$ cat src/rtl/score_uart_tx.sv
// UART transmitter for the multiplayer score byte: sends on change and as a periodic keepalive.
// Define SCORE_UART_PARITY_EN to insert an even-parity bit between the data bits and the stop bit.
module score_uart_tx #(
  parameter int CLK_HZ         = 65_000_000,
  parameter int BAUD           = 115_200,
  parameter int CLKS_PER_BIT   = CLK_HZ / BAUD,
  parameter int REFRESH_CYCLES = 6_500_000
) (
  input  logic        clk,
  input  logic        rst_n,
  input  logic [7:0]  data_to_transmit,
  output logic        tx,
  output logic        tx_busy,
  output logic [15:0] frame_cnt
);

  localparam int BAUD_W = (CLKS_PER_BIT > 1) ? $clog2(CLKS_PER_BIT) : 1;
  localparam int REF_W  = (REFRESH_CYCLES > 1) ? $clog2(REFRESH_CYCLES) : 1;
  localparam logic [BAUD_W-1:0] BAUD_LAST = BAUD_W'(CLKS_PER_BIT - 1);
  localparam logic [REF_W-1:0]  REF_LAST  = REF_W'(REFRESH_CYCLES - 1);

`ifdef SCORE_UART_PARITY_EN
  typedef enum logic [2:0] {
    IDLE   = 3'd0,
    START  = 3'd1,
    DATA   = 3'd2,
    PARITY = 3'd3,
    STOP   = 3'd4
  } state_t;
`else
  typedef enum logic [2:0] {
    IDLE  = 3'd0,
    START = 3'd1,
    DATA  = 3'd2,
    STOP  = 3'd4
  } state_t;
`endif

  state_t             state_r, state_s;
  logic [BAUD_W-1:0]  baud_r, baud_s;
  logic [2:0]         bit_r, bit_s;
  logic [7:0]         shift_r, shift_s;
  logic [7:0]         last_r, last_s;
  logic [REF_W-1:0]   refresh_r, refresh_s;
  logic [15:0]        frame_s;
  logic               tx_s;
  logic               busy_s;
  logic               baud_last_s;

  // Next-state, datapath and registered-output values
  always_comb begin
    state_s     = state_r;
    baud_s      = baud_r;
    bit_s       = bit_r;
    shift_s     = shift_r;
    last_s      = last_r;
    refresh_s   = refresh_r;
    frame_s     = frame_cnt;
    baud_last_s = (baud_r == BAUD_LAST);

    case (state_r)
      IDLE: begin
        // A change and an expiring refresh on the same cycle still yield a single frame
        if ((data_to_transmit != last_r) || (refresh_r == REF_LAST)) begin
          state_s   = START;
          shift_s   = data_to_transmit;
          last_s    = data_to_transmit;
          refresh_s = {REF_W{1'b0}};
          baud_s    = {BAUD_W{1'b0}};
        end else begin
          refresh_s = refresh_r + REF_W'(1);
        end
      end
      START: begin
        if (baud_last_s) begin
          state_s = DATA;
          baud_s  = {BAUD_W{1'b0}};
          bit_s   = 3'd0;
        end else begin
          baud_s = baud_r + BAUD_W'(1);
        end
      end
      DATA: begin
        if (baud_last_s) begin
          baud_s = {BAUD_W{1'b0}};
          if (bit_r == 3'd7) begin
`ifdef SCORE_UART_PARITY_EN
            state_s = PARITY;
`else
            state_s = STOP;
`endif
          end else begin
            bit_s = bit_r + 3'd1;
          end
        end else begin
          baud_s = baud_r + BAUD_W'(1);
        end
      end
`ifdef SCORE_UART_PARITY_EN
      PARITY: begin
        if (baud_last_s) begin
          state_s = STOP;
          baud_s  = {BAUD_W{1'b0}};
        end else begin
          baud_s = baud_r + BAUD_W'(1);
        end
      end
`endif
      STOP: begin
        if (baud_last_s) begin
          state_s   = IDLE;
          baud_s    = {BAUD_W{1'b0}};
          frame_s   = frame_cnt + 16'd1;
          refresh_s = {REF_W{1'b0}};
        end else begin
          baud_s = baud_r + BAUD_W'(1);
        end
      end
      default: begin
        state_s = IDLE;
        baud_s  = {BAUD_W{1'b0}};
      end
    endcase

    // Line level is derived from the upcoming state so tx itself can be a flop
    case (state_s)
      IDLE:    tx_s = 1'b1;
      START:   tx_s = 1'b0;
      DATA:    tx_s = shift_s[bit_s];
`ifdef SCORE_UART_PARITY_EN
      PARITY:  tx_s = ^shift_s;
`endif
      STOP:    tx_s = 1'b1;
      default: tx_s = 1'b1;
    endcase
    busy_s = (state_s != IDLE);
  end

  // State and output registers with synchronous active-low reset
  always_ff @(posedge clk) begin
    if (!rst_n) begin
      state_r   <= IDLE;
      baud_r    <= {BAUD_W{1'b0}};
      bit_r     <= 3'd0;
      shift_r   <= 8'h00;
      last_r    <= 8'h00;
      refresh_r <= {REF_W{1'b0}};
      frame_cnt <= 16'd0;
      tx        <= 1'b1;
      tx_busy   <= 1'b0;
    end else begin
      state_r   <= state_s;
      baud_r    <= baud_s;
      bit_r     <= bit_s;
      shift_r   <= shift_s;
      last_r    <= last_s;
      refresh_r <= refresh_s;
      frame_cnt <= frame_s;
      tx        <= tx_s;
      tx_busy   <= busy_s;
    end
  end

endmodule

$ cat config.mk
export PLATFORM = sky130hd
export DESIGN_NAME = score_uart_tx
export DESIGN_NICKNAME = d
export VERILOG_FILES = /design/src/rtl/score_uart_tx.sv
export SDC_FILE = /design/constraint.sdc
export NUM_CORES = 1
export LEC_CHECK = 0
export BUFFER_PORTS_ARGS = -buffer_cell sky130_fd_sc_hd__buf_2
export CORE_AREA = 2 2 93 95
export DETAILED_ROUTE_END_ITERATION = 12
export DIE_AREA = 0 0 95 97
export GPL_TIMING_DRIVEN = 0
export SLEW_MARGIN = 10
export SYNTH_ARGS = -nofsm -noshare
export SYNTH_HDL_FRONTEND = slang
export SYNTH_SLANG_ARGS = --single-unit
$ cat constraint.sdc
create_clock -name clk -period 7.5 [get_ports clk]
set_clock_uncertainty 0.1 [all_clocks]
set_input_delay 0 -clock clk [delete_from_list [all_inputs] [get_ports clk]]
set_output_delay 0 -clock clk [all_outputs]
set_load 0.005 [all_outputs]
Yosys cells after proc, flatten, opt, wreduce, memory -nomap -nowiden
Index checks and enable logic that the tools add are counted.

Add/subtract/negate cells: 4. $mul: 0. Div/mod/pow operators: 0. $lt $le $gt $ge: 1. Eq/ne operators: 11. Shifts and indexed selects: 0. Muxes and demuxes: 21. Bitwise operators: 0. Reduce and logical (&&, ||, !) cells: 8.

Operator list (count): 23-bit two-way mux (2); 23-bit case mux with 2 select lines (1); 3-bit two-way mux (8); 23-bit by 1-bit adder with 23-bit output (second input constant) (1); 23-bit == test (second input constant) (1); 10-bit two-way mux (2); 10-bit case mux with 2 select lines (1); 16-bit by 1-bit adder with 16-bit output (second input constant) (1); 8-bit two-way mux (2); 3-bit case mux with 4 select lines (1); 10-bit by 1-bit adder with 10-bit output (second input constant) (1); 10-bit == test (second input constant) (1); 8-bit inequality test (1); 3-bit by 1-bit == test with 1-bit output (second input constant) (2); 3-bit by 2-bit == test with 1-bit output (second input constant) (2); 3-bit == test (second input constant) (2); 3-bit case mux with 2 select lines (1); 2-bit AND reduction (3); 3-bit by 4-bit < comparator with 1-bit output (second input constant) (1); 2-bit inequality test (second input constant) (2); 3-bit by 1-bit adder with 3-bit output (second input constant) (1); 1-bit binary-select mux with 3-bit select (1); 3-bit zero test (1); 3-bit nonzero test (1); 5 further kinds (5).

Flip-flop bits (word level): 73. Bits in latches: 0. Memory bits (writable): 0. Bits in read-only memories: 0. Input port bits: 10. Output and inout bits: 18. Word-level logic and storage cells: 54. Memories: 0.

Longest topological paths before layout
Gate-level depths: netlist of run 1.

Depth in word-level cells: 7. Gate-level depth with buffers: 9. Depth with buffers taken out: 8.

Least setup slack after synthesis of run 1
No wires, ideal clock.

Kind: register to register. Start: register baud_r[0]. End: register tx. Library setup time: 146 ps. Arrival time: 2294 ps. Required time: 7254 ps. Path slack: 4960 ps. Stages on the path, launching flop included: 8. Path buffers: 0. Period minus slack after synthesis: 2540 ps. Cell sequence: dfxtp_1 ha_1 nand4bb_1 o41a_1 a211oi_4 mux2_2 a21boi_0 a31oi_1.

Longest elaborated chain between the ends: 6. Elaborated cells on any way between the ends: 13. Those cells by class: eq/ne: 3; mux: 10.

RTL lines: start, declared (RTL line 40) `logic [BAUD_W-1:0] baud_r, baud_s;`; start signal, assigned (RTL line 143) `baud_r <= {BAUD_W{1'b0}};`; start signal, assigned (RTL line 153) `baud_r <= baud_s;`; 10-bit == test (*) (RTL line 59) `baud_last_s = (baud_r == BAUD_LAST);`; 3-bit two-way mux, on equally long branches (RTL line 84, 75); 3-bit case mux with 2 select lines (RTL line 61) `case (state_r)`; 1-bit binary-select mux with 3-bit select (RTL line 129) `DATA: tx_s = shift_s[bit_s];`; 1-bit two-way mux (not written as such) (RTL line 129); 1-bit case mux with 2 select lines (*) (RTL line 126) `case (state_s)`; end signal, assigned (RTL line 159) `tx <= tx_s;`; end, declared (RTL line 12) `output logic tx,`.

Every way passes the cells marked *; elsewhere a longest branch is shown, timed or not. The select of a mux whose other input is x is not followed. A chain may end at the register's enable or synchronous reset.

Worst setup path after layout of run 1
Start: register baud_r[0]. End: register baud_r[9].

Longest elaborated chain between the ends: 3. Elaborated cells on any way between the ends: 4. Those cells by class: add/sub: 1; eq/ne: 1; mux: 2.

RTL lines (RTL line): 10-bit by 1-bit adder with 10-bit output / 10-bit == test (equally long branches); 10-bit two-way mux (*) (75, 84, 110); 10-bit case mux with 2 select lines (*) (61).

Every way passes the cells marked *; elsewhere a longest branch is shown, timed or not.

==> impl_metrics.toml, run 1 <==
[status]
outcome = "complete, no violations"

[global_route]
grt_pass1_vias = 2703
grt_max_degree = 14
grt.total_usage_pct = 16.93
overflow = 0
grt_pass1_wl_um = 12530
antenna_found_initial = 0

[drt]
viasPerCell = 5.241
drcViolationCount = 0
first_iter_violations = 90
wl_per_cell_um = 13.30
routed-via-count = 2872
ant_nets = 0
dr.pass1.iters = 4
wl_um = 7291

[final_layout]
seq_area_sq_um = 1461
n_fill_cell = 780
synthToLayoutAreaGrowth_pct = 15.39
stdcell_count = 548
finalNetCount = 452
drive_above_1_share_pct = 13.32
num_antenna_cells = 0
multi_input_area_sq_um = 2051

[worst_setup_path]
cp.arrival_ns = 2.99
cp_cell_sequence = "ha_1 -> nand4bb_1 -> or3_1 -> nand2_1 -> o31a_1 -> o22ai_1 -> a2bb2oi_1 -> o21ba_2"
cp-start-kind = "flop"
cpPeakStageDelay_ns = 0.70
end_kind = "flop"
cp.required_ns = 7.64
path_class = "flop to flop"
crit_fanout = 10
cp_slowest_cell = "a2bb2oi_1"
r2r_cells = 8

[placement]
io_buffers = 27
place_congestion = 0.7779
post-place-cells = 523
hpwlAfterDp_um = 5126

[yosys]
synthSimpleGateAreaFrac_pct = 29.49
synth_top_area_share_pct = 40.77
syn_inst = 391
synth_top_family_by_area = "simple AND/OR/NAND/NOR gates"
synthXorXnorAreaFrac_pct = 9.040
synth_most_common_cell = "dfxtp_1"
synth_cell_types = 54
synth-adder-area-share_pct = 1.396
synth.top_cells.by_count = "dfxtp_1, nand2_1, nor2_1"
ys_ff_latch = 73
synth.area.top_cells = "dfxtp_1, mux2i_1, xor2_1"
yosys.area.top_type = "dfxtp_1"
yosysWarnings = 0
synth_compound_area_share_pct = 11.10
synth_edf_count = 0
async_flop_share_pct = 0
syn_area_sq_um = 3585
synthMuxAreaShare_pct = 6.178
seq_area_frac_synth_pct = 40.77
synth_flop_cell = "dfxtp_1"
syn-mean-instance-area_sq_um = 9.168
synth.net_count = 405

[pwr]
p_leak_nw = 1.596
vdd_drop_max_v = 0.00008864
pwr_density_cell_nw_per_um2 = 180.3

[job]
drv_cap = 0

[floorplanning]
die-area_sq_um = 9215
core-area_sq_um = 8134
pin_count = 28
die_height_um = 97
start_util_pct = 44.07
rows = 33
die_x_um = 95

[clock_network]
clock_sinks = 73
h-tree-depth = 3
clockRootBuffer = "clkbuf_8"
clk_latency_ns = 0.35
cts-buffers-inserted = 9
cts_tree = "done"
cts_buffer_depth = 2
cts-resized-gates = 0
path_clk_slew_ns = 0.08

[timing]
maxSlewHeadroom_pct = 39.85
min_period_ns = 2.848
finalSetupViolations = 0
slew_violations = 0
worst_slew_pin_slew_ns = 0.8796
hold_viol = 0
min_period_over_period_pct = 37.97
rsz0062_at_grt = "no"
max_freq_ghz = 0.3512
tns_ns = 0

[hold_path]
worst_hold_path.num_cells = 4
hold_path_class = "primary input to flop"
per-stage QoR:
step                      cell area (sq um)  utilization (%)  hold WS, ns  power, mW  setup WS (ns)
after floorplan                        3585                -      0.06617     0.4335          4.960
after global placement                 3851            47.35       0.1934     0.4460          4.649
after detailed placement               3851            47.35       0.2040     0.4469          4.654
after CTS                              4136            50.85       0.3800     0.7551          4.645
after global routing                   4136            50.85       0.4043     0.7751          4.388
final                                  4136            50.85       0.3920     0.7459          4.652
path summary, 6_finish.rpt:
path | start | end | slack, ns
setup / recovery | baud_r[0] | baud_r[9] | 4.65
hold / removal | data_to_transmit[4] | last_r[4] | 0.39
setup reg to reg | baud_r[0] | baud_r[9] | 4.65
hold reg to reg | baud_r[1] | baud_r[1] | 0.39
layout make-up:
type	count	area share, %
Clock inverter	7	1.724
Buffer	14	1.391
Tap cell	105	3.176
Clock buffer	9	2.995
Timing Repair Buffer	36	5.445
Multi-Input combinational cell	300	49.58
Inverter	4	0.3630
Sequential cell	73	35.33
registers in the layout, indices dropped and copies added, names as in the netlist:
name,flops
bit_r,3
tx_busy,1
state_r,3
frame_cnt,16
shift_r,8
tx,1
baud_r,10
refresh_r,23
last_r,8
where the power goes:
part	total [mW]	switching [mW]	internal (mW)
Combinational	0.0432	0.0230	0.0202
Sequential	0.398	0.00377	0.394
Clock	0.305	0.152	0.153
Total	0.746	0.179	0.567
metal layers:
metal  up-vias  GRT usage [%]  part of all wire [%]
li1       1492              -                     -
met1      1337          23.32                    51
met2        31          25.75                    45
met3        12          3.271                   2.5
met4         0          7.023                   1.9
met5         -              0                     0
repair_timing:
item / 4_1_cts / 5_1_grt
buffers inserted: 0 / 0
endpoints found under the hold margin: 18 / 0
hold buffers: 9 / 0
endpoints found under the setup margin: 0 / 0
critical path: cells and delay by family, from the launching register on:
kind / cells / cell delay, ns
AO/OA/AOI/OAI: 4 / 1.16
flip-flops: 1 / 0.39
AND/OR/NAND/NOR: 3 / 0.89
adder cells (fa/ha/maj): 1 / 0.22
cell families (layout without fill, tap and decap cells):
logic type	count (synthesis)	after routing
muxes	22	22
DFF	73	73
AOI/OAI and AO/OA	56	56
buffers and inverters	18	70
adders and majority gates	4	4
and+or+nand+nor	181	181
xor gates and xnor gates	37	37
layout by cell type, fill, tap and decap left out, types with 2 or more instances in the layout:
cell	synthesis	routed
nand2_1	28	28
nor4_1	4	4
buf_2	4	31
inv_1	4	4
nor4b_1	2	2
a21oi_1	9	9
and2_1	15	15
clkbuf_1	10	10
mux2i_1	21	21
or3_1	14	14
clkinvlp_4	0	3
and4_1	2	2
a21boi_0	9	9
nand4_1	15	15
nand2b_1	3	3
nand3b_1	3	3
dfxtp_1	73	73
nor4b_2	2	2
nand4b_1	2	2
nand4bb_1	2	2
and3b_1	2	2
o211ai_1	2	2
a31oi_1	3	3
nor3_1	6	6
o211a_1	3	3
nor2_1	27	27
nand3_1	16	16
o31a_1	2	2
ha_1	4	4
clkinv_2	0	2
nor2b_1	23	23
clkbuf_8	0	9
xor2_1	22	22
xnor2_1	15	15
dlygate4sd3_1	0	9
and3_1	9	9
o21ai_0	14	14
(Power assumes the default switching activity.)
==> inputs of run 2 (changes only) <==
==> constraint.sdc (replaced) <==
create_clock -name clk -period 2.6 [get_ports clk]
set_clock_uncertainty 0.1 [all_clocks]
set_input_delay 0 -clock clk [delete_from_list [all_inputs] [get_ports clk]]
set_output_delay 0 -clock clk [all_outputs]
set_load 0.005 [all_outputs]
==> run 2 against run 1 <==
Against the previous run: worst hold slack about the same; first-iteration DRC count up 31%; non-clock buffer count up 6; largest power group unchanged; count of clock-buffer cells in the layout unchanged; routed wire length up 1.6%; register-to-register slack worse by 4.5 ns; highest routed layer unchanged; via count up 1.1%; cell area up 3.1%; critical path type unchanged; combinational power rose to 3.1 times the previous value; sequential power rose to 2.9 times the previous value.
==> impl_metrics.toml, run 2 (synthesis gave the netlist of run 1 again) <==
[status]
outcome = "complete, no violations"

[final_layout]
multi_input_area_sq_um = 2128
largest-register = "refresh_r"
synthToLayoutAreaGrowth_pct = 19.02
fin_area_sq_um = 4267
n_fill_cell = 768
stdcell_count = 554
seq_area_sq_um = 1464
biggestRegsByFlops = "refresh_r x23, frame_cnt x16, baud_r x10"
drive_above_1_share_pct = 17.59
mostFrequentLayoutCells = "dfxtp_1, buf_2, nand2_1, nor2_1, nor2b_1"
layout_commonest_cell = "dfxtp_1"
largest_reg_flops = 23
num_antenna_cells = 0
finalNetCount = 458

[clock_network]
cts-buffers-inserted = 9
clock_sinks = 73
path_clk_slew_ns = 0.08
clk_latency_ns = 0.35
h-tree-depth = 3
cts_tree = "done"
clockRootBuffer = "clkbuf_8"
cts_buffer_depth = 2

[placement]
io_buffers = 27
post-place-cells = 523
place_congestion = 0.7779
hpwlAfterDp_um = 5126
placed_area_sq_um = 3851

[worst_setup_path]
cpPeakStageDelay_ns = 0.46
cp_top_family = "simple AND/OR/NAND/NOR gates"
cp.arrival_ns = 2.57
cp-start-kind = "flop"
path_class = "flop to flop"
end_kind = "flop"
cp_slowest_cell = "or3_1"
crit_fanout = 8
cp_cell_sequence = "or3_4 -> nor3_4 -> o21ai_2 -> or3_1 -> nor3_1 -> xnor2_1 -> nor2_1"
cp.buffers_inverters = 0
cp.required_ns = 2.73

[pwr]
vdd_drop_max_v = 0.0003140
p_total_mw = 2.162
p_leak_nw = 1.633
pwr_density_cell_nw_per_um2 = 506.8

[timing]
min_period_over_period_pct = 93.77
finalSetupViolations = 0
hold_viol = 0
maxSlewHeadroom_pct = 41.21
min_period_ns = 2.438
tns_ns = 0
max_freq_ghz = 0.4102
worst_slew_pin_slew_ns = 0.8596
slew_violations = 0
whs_ns = 0.3922

[floorplanning]
core-area_sq_um = 8134
die_height_um = 97
pin_count = 28
die_x_um = 95
die-area_sq_um = 9215
rows = 33
start_util_pct = 44.07

[drt]
viasPerCell = 5.242
drcViolationCount = 0
ant_nets = 0
dr.pass1.iters = 4
wl_per_cell_um = 13.37
wl_um = 7407
routed-via-count = 2904
first_iter_violations = 118

[global_route]
grt_pass1_vias = 2719
grt_max_degree = 14
antenna_found_initial = 0
grt_pass1_wl_um = 12580
grt.total_usage_pct = 17.04
overflow = 0

[hold_path]
hold_path_class = "primary input to flop"

[job]
drv_cap = 0
[run 2: timing repair]
item	CTS	global route
buffers inserted	3	3
hold buffers	9	0
gates cloned	0	0
resized for setup	4	16
endpoints found under the hold margin	18	0
pin swaps	2	2
setup endpoints to repair	31	40
[run 2: final timing paths]
kind                            slack, ns  cells after the start       endpoint                start
worst min-delay path                 0.39                      4      last_r[4]  data_to_transmit[4]
worst max register to register       0.16                      7  refresh_r[12]            baud_r[2]
worst max-delay path                 0.16                      7  refresh_r[12]            baud_r[2]
worst min register to register       0.40                      2      baud_r[1]            baud_r[1]
[run 2: per-stage QoR]
stage / setup WS [ns] / util (%)
after floorplan: 0.06009 / -
after global placement: -0.2509 / 47.35
after detailed placement: -0.2461 / 47.35
after CTS: 0.002500 / 51.35
after global routing: -0.01814 / 52.45
final: 0.1619 / 52.45
[run 2: per-layer routing]
metal	routed length, um	track usage [%]	up-vias
li1	-	-	1506
met1	3655	23.37	1354
met2	3425	26.13	36
met3	216	3.271	8
met4	110	6.912	0
met5	0	0	-
[run 2: worst min-delay path, delay by kind of cell]
kind	cells	cell delay, ns
simple gates	1	0.09
mux	1	0.06
buf+inv	2	0.64
[run 2: final cells by class]
class | count | share of cell area, %
multi-input combinational | 300 | 49.88
sequential | 73 | 34.31
timing repair buffer | 42 | 6.334
tap | 105 | 3.079
clock buffer | 9 | 2.903
clock inverter | 7 | 1.672
buffer | 14 | 1.466
inverter | 4 | 0.3519
[run 2: power breakdown]
part / switching, mW / internal [mW]
Clock: 0.440 / 0.441
Sequential: 0.0117 / 1.14
Combinational: 0.0707 / 0.0625
